`src/rtl/mips_multicycle_ctrl_if.sv`:
```
// Control bus between the multicycle MIPS controller and its datapath.
// The controller uses the master modport and the datapath uses the slave modport.
interface mips_multicycle_ctrl_if #(
    parameter int unsigned STATE_W = 4
);
    logic [5:0]         opcode;
    logic               zero;
    logic               mem_ready;
    logic               stall;
    logic               mem_read;
    logic               mem_write;
    logic               i_or_d;
    logic               ir_write;
    logic               pc_write;
    logic               pc_write_cond;
    logic [1:0]         pc_source;
    logic [1:0]         alu_op;
    logic               alu_src_a;
    logic [1:0]         alu_src_b;
    logic               reg_write;
    logic               reg_dst;
    logic               mem_to_reg;
    logic               illegal_op;
    logic               mem_timeout;
    logic [STATE_W-1:0] state;

    modport master (
        input  opcode, zero, mem_ready, stall,
        output mem_read, mem_write, i_or_d, ir_write, pc_write, pc_write_cond, pc_source,
               alu_op, alu_src_a, alu_src_b, reg_write, reg_dst, mem_to_reg, illegal_op,
               mem_timeout, state
    );

    modport slave (
        output opcode, zero, mem_ready, stall,
        input  mem_read, mem_write, i_or_d, ir_write, pc_write, pc_write_cond, pc_source,
               alu_op, alu_src_a, alu_src_b, reg_write, reg_dst, mem_to_reg, illegal_op,
               mem_timeout, state
    );
endinterface

```
`src/rtl/mips_multicycle_ctrl.sv`:
```
// Multicycle MIPS main controller: sequences memory, IR, PC, ALU and register file.
// Handles memory-ready waits with an optional timeout, stalls and illegal opcodes.
module mips_multicycle_ctrl #(
    parameter int unsigned MEM_WAIT_MAX = 15,
    parameter int unsigned STATE_W      = 4
) (
    input logic                   clk,
    input logic                   rst_n,
    mips_multicycle_ctrl_if.master bus
);
    localparam int unsigned CNT_W = (MEM_WAIT_MAX > 1) ? $clog2(MEM_WAIT_MAX + 1) : 1;

    typedef enum logic [3:0] {
        StFetch   = 4'd0,
        StDecode  = 4'd1,
        StMemAddr = 4'd2,
        StMemRd   = 4'd3,
        StMemWb   = 4'd4,
        StMemWr   = 4'd5,
        StRExec   = 4'd6,
        StRWb     = 4'd7,
        StIExec   = 4'd8,
        StIWb     = 4'd9,
        StBranch  = 4'd10,
        StJump    = 4'd11
    } state_e;

    state_e             state_q, state_d;
    logic [CNT_W-1:0]   wait_cnt_q;
    logic               mem_timeout_q;
    logic               mem_wait;
    logic               timeout_hit;

    assign mem_wait    = (state_q == StFetch) || (state_q == StMemRd) || (state_q == StMemWr);
    assign timeout_hit = (MEM_WAIT_MAX != 0) && mem_wait && !bus.mem_ready && !bus.stall &&
                         (wait_cnt_q == CNT_W'(MEM_WAIT_MAX));

    always_ff @(posedge clk or negedge rst_n) begin
        if (!rst_n) begin
            state_q       <= StFetch;
            wait_cnt_q    <= '0;
            mem_timeout_q <= 1'b0;
        end else begin
            state_q       <= state_d;
            mem_timeout_q <= mem_timeout_q | timeout_hit;
            if ((state_d != state_q) || timeout_hit) begin
                wait_cnt_q <= '0;
            end else if (mem_wait && !bus.mem_ready && !bus.stall &&
                         (wait_cnt_q != CNT_W'(MEM_WAIT_MAX))) begin
                wait_cnt_q <= wait_cnt_q + 1'b1;
            end
        end
    end

    always_comb begin
        state_d           = state_q;
        bus.mem_read      = 1'b0;
        bus.mem_write     = 1'b0;
        bus.i_or_d        = 1'b0;
        bus.ir_write      = 1'b0;
        bus.pc_write      = 1'b0;
        bus.pc_write_cond = 1'b0;
        bus.pc_source     = 2'b00;
        bus.alu_op        = 2'b00;
        bus.alu_src_a     = 1'b0;
        bus.alu_src_b     = 2'b00;
        bus.reg_write     = 1'b0;
        bus.reg_dst       = 1'b0;
        bus.mem_to_reg    = 1'b0;
        bus.illegal_op    = 1'b0;

        case (state_q)
            StFetch: begin
                bus.mem_read  = 1'b1;
                bus.alu_src_b = 2'b01;
                if (bus.mem_ready) begin
                    bus.ir_write = 1'b1;
                    bus.pc_write = 1'b1;
                    state_d      = StDecode;
                end
            end
            StDecode: begin
                bus.alu_src_b = 2'b11;
                case (bus.opcode)
                    6'b100011, 6'b101011: state_d = StMemAddr;
                    6'b000000:            state_d = StRExec;
                    6'b001000:            state_d = StIExec;
                    6'b000100:            state_d = StBranch;
                    6'b000010:            state_d = StJump;
                    default: begin
                        bus.illegal_op = 1'b1;
                        state_d        = StFetch;
                    end
                endcase
            end
            StMemAddr: begin
                bus.alu_src_a = 1'b1;
                bus.alu_src_b = 2'b10;
                state_d       = (bus.opcode == 6'b100011) ? StMemRd : StMemWr;
            end
            StMemRd: begin
                bus.mem_read = 1'b1;
                bus.i_or_d   = 1'b1;
                if (bus.mem_ready) state_d = StMemWb;
            end
            StMemWb: begin
                bus.reg_write  = 1'b1;
                bus.mem_to_reg = 1'b1;
                state_d        = StFetch;
            end
            StMemWr: begin
                bus.mem_write = 1'b1;
                bus.i_or_d    = 1'b1;
                if (bus.mem_ready) state_d = StFetch;
            end
            StRExec: begin
                bus.alu_src_a = 1'b1;
                bus.alu_op    = 2'b10;
                state_d       = StRWb;
            end
            StRWb: begin
                bus.reg_write = 1'b1;
                bus.reg_dst   = 1'b1;
                state_d       = StFetch;
            end
            StIExec: begin
                bus.alu_src_a = 1'b1;
                bus.alu_src_b = 2'b10;
                state_d       = StIWb;
            end
            StIWb: begin
                bus.reg_write = 1'b1;
                state_d       = StFetch;
            end
            StBranch: begin
                bus.alu_src_a     = 1'b1;
                bus.alu_op        = 2'b01;
                bus.pc_write_cond = 1'b1;
                bus.pc_source     = 2'b01;
                state_d           = StFetch;
            end
            StJump: begin
                bus.pc_write  = 1'b1;
                bus.pc_source = 2'b10;
                state_d       = StFetch;
            end
            default: state_d = StFetch;
        endcase

        if (timeout_hit) state_d = StFetch;

        // Stall freezes the state; request lines follow the held state so they stay up.
        if (bus.stall) begin
            state_d           = state_q;
            bus.ir_write      = 1'b0;
            bus.pc_write      = 1'b0;
            bus.pc_write_cond = 1'b0;
            bus.reg_write     = 1'b0;
            bus.illegal_op    = 1'b0;
        end

        // FETCH drives mem_read combinationally, so outputs are masked while in reset.
        if (!rst_n) begin
            bus.mem_read  = 1'b0;
            bus.alu_src_b = 2'b00;
            bus.ir_write  = 1'b0;
            bus.pc_write  = 1'b0;
        end
    end

    assign bus.mem_timeout = mem_timeout_q;
    assign bus.state       = STATE_W'(state_q);
endmodule

```
`src/flat_wrapper.sv`:
```
// flat-port wrapper written by rule: the top's interface ports become plain ports
module mips_multicycle_ctrl_flat 
#(
    parameter int unsigned MEM_WAIT_MAX = 15,
    parameter int unsigned STATE_W      = 4
)
  (clk, rst_n, bus_opcode, bus_zero, bus_mem_ready, bus_stall, bus_mem_read, bus_mem_write, bus_i_or_d, bus_ir_write, bus_pc_write, bus_pc_write_cond, bus_pc_source, bus_alu_op, bus_alu_src_a, bus_alu_src_b, bus_reg_write, bus_reg_dst, bus_mem_to_reg, bus_illegal_op, bus_mem_timeout, bus_state);
  mips_multicycle_ctrl_if #(.STATE_W(STATE_W)) bus_i ();
  input logic clk;
  input logic rst_n;
  input wire logic [$bits(bus_i.opcode)-1:0] bus_opcode;
  input wire logic [$bits(bus_i.zero)-1:0] bus_zero;
  input wire logic [$bits(bus_i.mem_ready)-1:0] bus_mem_ready;
  input wire logic [$bits(bus_i.stall)-1:0] bus_stall;
  output wire logic [$bits(bus_i.mem_read)-1:0] bus_mem_read;
  output wire logic [$bits(bus_i.mem_write)-1:0] bus_mem_write;
  output wire logic [$bits(bus_i.i_or_d)-1:0] bus_i_or_d;
  output wire logic [$bits(bus_i.ir_write)-1:0] bus_ir_write;
  output wire logic [$bits(bus_i.pc_write)-1:0] bus_pc_write;
  output wire logic [$bits(bus_i.pc_write_cond)-1:0] bus_pc_write_cond;
  output wire logic [$bits(bus_i.pc_source)-1:0] bus_pc_source;
  output wire logic [$bits(bus_i.alu_op)-1:0] bus_alu_op;
  output wire logic [$bits(bus_i.alu_src_a)-1:0] bus_alu_src_a;
  output wire logic [$bits(bus_i.alu_src_b)-1:0] bus_alu_src_b;
  output wire logic [$bits(bus_i.reg_write)-1:0] bus_reg_write;
  output wire logic [$bits(bus_i.reg_dst)-1:0] bus_reg_dst;
  output wire logic [$bits(bus_i.mem_to_reg)-1:0] bus_mem_to_reg;
  output wire logic [$bits(bus_i.illegal_op)-1:0] bus_illegal_op;
  output wire logic [$bits(bus_i.mem_timeout)-1:0] bus_mem_timeout;
  output wire logic [$bits(bus_i.state)-1:0] bus_state;
  assign bus_i.opcode = bus_opcode;
  assign bus_i.zero = bus_zero;
  assign bus_i.mem_ready = bus_mem_ready;
  assign bus_i.stall = bus_stall;
  assign bus_mem_read = bus_i.mem_read;
  assign bus_mem_write = bus_i.mem_write;
  assign bus_i_or_d = bus_i.i_or_d;
  assign bus_ir_write = bus_i.ir_write;
  assign bus_pc_write = bus_i.pc_write;
  assign bus_pc_write_cond = bus_i.pc_write_cond;
  assign bus_pc_source = bus_i.pc_source;
  assign bus_alu_op = bus_i.alu_op;
  assign bus_alu_src_a = bus_i.alu_src_a;
  assign bus_alu_src_b = bus_i.alu_src_b;
  assign bus_reg_write = bus_i.reg_write;
  assign bus_reg_dst = bus_i.reg_dst;
  assign bus_mem_to_reg = bus_i.mem_to_reg;
  assign bus_illegal_op = bus_i.illegal_op;
  assign bus_mem_timeout = bus_i.mem_timeout;
  assign bus_state = bus_i.state;
  mips_multicycle_ctrl #(.MEM_WAIT_MAX(MEM_WAIT_MAX), .STATE_W(STATE_W)) u_core (.clk(clk), .rst_n(rst_n), .bus(bus_i));
endmodule
```
`config.mk`:
```
export PLATFORM = sky130hd
export DESIGN_NAME = mips_multicycle_ctrl_flat
export DESIGN_NICKNAME = d
export VERILOG_FILES = /design/src/rtl/mips_multicycle_ctrl_if.sv /design/src/rtl/mips_multicycle_ctrl.sv /design/src/flat_wrapper.sv
export SDC_FILE = /design/constraint.sdc
export NUM_CORES = 1
export LEC_CHECK = 0
export ABC_AREA = 0
export CORE_AREA = 2 2 54 56
export CTS_BUF_LIST = sky130_fd_sc_hd__clkbuf_16
export CTS_CLUSTER_DIAMETER = 120
export CTS_CLUSTER_SIZE = 16
export DETAILED_ROUTE_END_ITERATION = 6
export DIE_AREA = 0 0 56 58
export PLACE_DENSITY = 0.73
export RECOVER_POWER = 50
export SKIP_LAST_GASP = 1
export SYNTH_ARGS = -nofsm -noshare
export SYNTH_HDL_FRONTEND = slang
export SYNTH_SLANG_ARGS = --single-unit
```
`constraint.sdc`:
```
create_clock -name clk -period 1.8 [get_ports clk]
set_input_delay 0.27 -clock clk [delete_from_list [all_inputs] [get_ports clk]]
set_output_delay 0.27 -clock clk [all_outputs]
set_load 0.03 [all_outputs]
```
Word-level counts from Yosys, hierarchy flattened
Index checks and enable logic that the tools add are counted.

operators by class
  shift-type cells = 0
  bitwise logic cells = 1
  muxes and demuxes = 35
  divide/modulo/power cells = 0
  $mul = 0
  $add $sub $neg = 1
  eq/ne operators = 19
  reductions and logical operators = 19
  order comparisons = 0

operators with widths
  kind                                                             count
  4-bit 2-to-1 mux                                                 7
  4-bit one-hot mux with 7 select lines                            1
  4-bit == test, second input constant                             5
  1-bit 2-to-1 mux                                                 20
  4-bit one-hot mux with 5 select lines                            1
  4-bit by 3-bit == test with 1-bit output, second input constant  4
  6-bit == test, second input constant                             2
  4-bit by 2-bit == test with 1-bit output, second input constant  2
  2-bit one-hot mux with 2 select lines                            2
  2-bit OR reduction                                               4
  6-bit by 2-bit == test with 1-bit output, second input constant  1
  6-bit by 3-bit == test with 1-bit output, second input constant  1
  6-bit by 4-bit == test with 1-bit output, second input constant  1
  6-bit zero test                                                  1
  2-bit one-hot mux with 3 select lines                            1
  6-bit OR reduction                                               1
  4-bit by 1-bit adder with 4-bit output, second input constant    1
  4-bit by 1-bit == test with 1-bit output, second input constant  1
  1-bit logical AND                                                4
  4-bit zero test                                                  1
  4-bit inequality test                                            1
  4-bit inequality test, second input constant                     1
  4-bit OR reduction                                               1
  1-bit logical OR                                                 3
  7 further kinds                                                  8

word-level totals
  ROM bits = 0
  memory bits (writable) = 0
  memories = 0
  logic and storage cells = 78
  bits of input ports = 11
  bits in registers = 9
  bits in latches = 0
  output and inout port bits = 22

Logic depth before layout (Yosys ltp)
  depth in word-level cells = 11
  gate-level depth with buffers = 8
  mapped depth without buffers = 7

Worst setup path before layout
OpenSTA, ideal clock, no wires.

  kind = reg-to-output
  from = register u_core.state_q[2] (netlist: u_core.bus.state[2])
  to = output port bus_pc_write
  path buffers = 2
  data required time = 1530 ps
  stages on the path, launching flop included = 7
  data arrival time = 2649 ps
  setup slack = -1119 ps
  cells stage by stage = dfrtp_1 buf_2 buf_2 nor2_1 nand2_1 nor4b_1 a31o_2

between the ends
  word-level cells in the longest chain between the ends = 4
  elaborated cells on any way between the ends = 5
  those cells by class = 1 x eq/ne; 3 x mux; 1 x reduce/logical

ends and longest elaborated chain
  element                                           RTL line                     text
  start, declared                                   mips_multicycle_ctrl.sv:28   state_e state_q, state_d;
  start signal, assigned                            mips_multicycle_ctrl.sv:40   state_q <= StFetch;
  start signal, assigned                            mips_multicycle_ctrl.sv:44   state_q <= state_d;
  4-bit == test or 4-bit zero test (tied branches)  mips_multicycle_ctrl.sv:72   case (state_q)
  1-bit one-hot mux with 2 select lines *           mips_multicycle_ctrl.sv:72
  1-bit 2-to-1 mux *                                mips_multicycle_ctrl.sv:153  if (bus.stall) begin
  1-bit 2-to-1 mux *                                mips_multicycle_ctrl.sv:163  if (!rst_n) begin
  end, declared                                     flat_wrapper.sv:19           output wire logic [$bits(bus_i.pc_write)-1:0] bus_pc_write;

Every way passes the cells marked *; elsewhere a longest branch is shown, timed or not.

Worst setup path after layout
  from = register u_core.state_q[1] (netlist: u_core.bus.state[1])
  to = register u_core.wait_cnt_q[0]

between the ends
  word-level cells in the longest chain between the ends = 11
  elaborated cells on any way between the ends = 23
  those cells by class = 7 x eq/ne; 7 x mux; 9 x reduce/logical

ends and longest elaborated chain
  element                                                                      RTL line                                                text
  4-bit by 2-bit == test with 1-bit output or 4-bit zero test (tied branches)  mips_multicycle_ctrl.sv:34, mips_multicycle_ctrl.sv:72
  1-bit logical OR (2 in a row)                                                mips_multicycle_ctrl.sv:34                              assign mem_wait = (state_q == StFetch) || (state_q == StMemRd) || (state_q == StMemWr);
  1-bit logical AND (2 in a row)                                               mips_multicycle_ctrl.sv:35, mips_multicycle_ctrl.sv:48
  1-bit logical AND                                                            mips_multicycle_ctrl.sv:35                              assign timeout_hit = (MEM_WAIT_MAX != 0) && mem_wait && !bus.mem_ready && !bus.stall &&
  4-bit 2-to-1 mux                                                             mips_multicycle_ctrl.sv:150                             if (timeout_hit) state_d = StFetch;
  4-bit 2-to-1 mux                                                             mips_multicycle_ctrl.sv:153
  4-bit inequality test                                                        mips_multicycle_ctrl.sv:46                              if ((state_d != state_q) || timeout_hit) begin
  1-bit logical OR                                                             mips_multicycle_ctrl.sv:46
  4-bit 2-to-1 mux or 2-bit nonzero test (tied branches)                       --
  end signal, assigned                                                         mips_multicycle_ctrl.sv:50                              wait_cnt_q <= wait_cnt_q + 1'b1;
  end, declared                                                                mips_multicycle_ctrl.sv:29                              logic [CNT_W-1:0] wait_cnt_q;

Several ways; a longest one is shown, not always the timed one.
A chain may end at the register's enable or synchronous reset.

==> impl_results.md <==
- Share of the synthesized area in the top cell type: a little over a fifth
- Stages on the worst setup path: 7
- H-tree levels: 1
- Max Clock Skew: 0.000607 ns
- Net count after synthesis: 151
- Power share of the clock group: 14.5%
- Root buffer cell: clkbuf_16
- Core ar.: around 2700 um^2
- Worst slew pin tran: 0.391 ns
- R2r endpoint: u_core.wait_cnt_q[0]
- NetSw: 1220 uW
- Largest stage delay, worst path: 0.47 ns
- CTS buffer count: 3
- Cell taking the most area after synthesis: dfrtp_1
- Data required time of the worst path: just under 2 ns
- Setup ws final: -0.391 ns
- Maximum fanout along the worst path: 7
- Die Area: 3250 um^2
- Width of the die: 56 um
- Mapped Area: 1060 um^2
- Seq pwr share: 10.8%
- Max Slew Vio Count: 0
- Prevailing post-synth register cell: dfrtp_1
- Worst Reg-to-Reg Cells: 7
- Total number of vias: roughly 1,500
- Hold depth: 1
- Status: finished with violations
- Worst path cell trace: buf_6 > nor4b_4 > nand2_1 > o221ai_2 > a211oi_2 > nor4_2 > a21boi_2
- Slew headroom: 73.8%
- Area growth from synthesis to layout: 102%
- Avg Cell Area, Syn: 7.65 um^2
- Total routing usage reported by global routing: 27.6%
- Cell area power density: 1270 nW/um^2
- Io pins: 33
- Placed insts: 240
- Iteration-0 DRC Markers: 76
- Longest Clk Path Bufs: 2
- Starting density of the core: about two fifths
- Via density: roughly 6
- Int Pwr: ~1500 uW
- Yosys reg bits: 9
- Worst Hold End: u_core.bus.mem_timeout
- Seq/Total Area, Yosys: 21.2%
- Synth async-reset ratio: 100%
- Peak supply drop: 0.000969 V
- Post-route DRC: 0
- Fillers: 176
- Layout cell share with drive strength beyond 1: between 50% and 60%
- Final worst-path cycle share: 122%
- Max cap viols: 0
- HP Class: register to register
- Crit end category: register
- Post-synthesis cell type count: 56
- Post-synth EDFFs: 0
- Core Util, Final: 80.5%
- Setup violators final: 13
- Largest net degree at the start of global routing: 15
- ANT nets after route: 0
- Number of clock sinks: 9
- Final cell count without fillers: 254
- WP data arrival: 2.35 ns
- Clock slew at reported path FFs: around 0.04 ns
- Post-route minimum period: 2.19 ns
- Antenna violations before repair: 0
- Drt pass-1 iters: 4
- WL per Instance: roughly 18 um
- Cell leakage power: slightly above 0.0009 uW
- Max Freq: 456 MHz
- Final Hold Vio Count: 0
- Reg2reg start: u_core.bus.state[1]
- Buffers & Inverters on Critical Path: 1
- Worst reg-to-reg setup slack: -0.39 ns
- Number of global-route vias before repair: 1,503
- CP max-delay cell: dfrtp_2
- Port buffer count: 31
- Comb pwr share: between 70 and 80%
- RePlAce Congestion: between 0.9 and 1
- First-pass GRT wire length: 6980 um
- Worst hold start: u_core.bus.mem_timeout
- Family with the most delay on the worst path: simple AND/OR/NAND/NOR gates
- Post-CTS Hold Buffers: 0
- Total power: 2710 uW
- CP startpoint kind: register
- RSZ-0062 raised after global routing: yes
- Worst-Skew Late Latency: 0.24 ns
- HPWL Detailed: 2870 um
- CTS tree: done
- Die height: approximately 58 um
- Synth area leaders: dfrtp_1 (21%), a21oi_1 (5.2%), nor2_1 (4.9%)
- Synth Warn #: 0
- Most frequent cells in the layout: buf_4 (60), buf_6 (16), nand2_1 (8)
- # nets final: 236
- WS Path Type: register to register
- GRT overflow: 0
- Failing checks: negative setup slack
- Net Sw Frac: 44.9%
- Post-synthesis instance total: ~140
- Core Rows: 19
- Routed wire length: about 4700 um
- Commonest non-fill, non-tap cell in the layout: buf_4
- Ant diodes: 0
repair_timing:
action / in CTS / in global routing
gates resized for setup: 27 / 39
pin swaps: 11 / 9
setup buffers: 5 / 5
setup endpoints to repair: 18 / 22
hold endpoints to repair: 0 / 0
synthesized netlist by cell type (2+ instances only):
master / number
nor2_1: 14
a21oi_1: 11
nand2_1: 11
dfrtp_1: 9
nor3_1: 6
o21ai_0: 6
buf_2: 5
inv_1: 4
nand2b_1: 4
nand3_1: 4
nor2b_1: 4
clkbuf_1: 3
o211ai_1: 3
a22oi_1: 2
buf_4: 2
nand4_1: 2
nor3b_1: 2
o21bai_1: 2
o221ai_1: 2
o22a_1: 2
or2_2: 2
or3_1: 2
or3b_2: 2
or4_1: 2
xnor2_1: 2
final cells by class:
cell class / instances / area, um^2 / area share [%]
inverters: 5 / 23.8 / 1.11
clock buffers: 3 / 75.1 / 3.50
multi-input cells: 114 / 987 / 46.1
clock inverters: 1 / 3.75 / 0.175
repair buffers: 91 / 785 / 36.6
well taps: 31 / 38.8 / 1.81
flip-flops and latches: 9 / 230 / 10.7
power groups by stage:
stage	combinational, uW	clock (uW)	sequential, uW
2_1_floorplan	919	0	328
3_3_place_gp	1510	0	322
3_5_place_dp	1540	0	325
4_1_cts	1720	393	281
5_1_grt	2130	408	299
6_report	2030	392	294
per-stage QoR:
| stage | hold WS (ns) | cell area [um^2] | setup slack [ns] | setup TNS (ns) |
|---|---|---|---|---|
| floorplan | -0.0256 | 1190 | -0.221 | -0.884 |
| global placement | 0.452 | 1800 | -0.568 | -3.92 |
| detailed placement | 0.457 | 1800 | -0.638 | -4.36 |
| CTS | 0.405 | 1970 | -0.314 | -2.22 |
| global route | 0.500 | 2140 | -0.477 | -3.53 |
| finish | 0.490 | 2140 | -0.391 | -2.42 |
flip-flops by register name (all words and copies together), names as in the netlist:
signal and cells:
u_core.wait_cnt_q 4, u_core.bus.state 4, u_core.bus.mem_timeout 1
worst max path at each step:
stage                              from                   end  slack [ns]
floorplan           u_core.bus.state[2]          bus_pc_write       -0.22
global placement          bus_opcode[1]        bus_illegal_op       -0.57
detailed placement        bus_opcode[2]  u_core.wait_cnt_q[0]       -0.64
CTS                 u_core.bus.state[3]  u_core.wait_cnt_q[0]       -0.31
global route        u_core.bus.state[1]  u_core.wait_cnt_q[3]       -0.48
finish              u_core.bus.state[1]  u_core.wait_cnt_q[0]       -0.39
cell families after synthesis:
family | count (synthesis) | synth area share, %
AOI/OAI and AO/OA | 43 | 29.3
xor gates and xnor gates | 4 | 4.00
buffers and inverters | 16 | 7.65
and+or+nand+nor | 64 | 34.8
muxes | 1 | 0.941
DFF | 9 | 21.2
adders and majority gates | 2 | 2.12
routing by layer:
| metal | global-route usage (%) | up-vias | share of wire, % |
|---|---|---|---|
| met4 | 15.6 | 0 | 3.9 |
| met5 | 0 | - | 0 |
| met1 | 31.6 | 742 | 39 |
| li1 | - | 692 | - |
| met2 | 49.7 | 65 | 53 |
| met3 | 3.57 | 19 | 4.2 |
(Power assumes the default switching activity.)
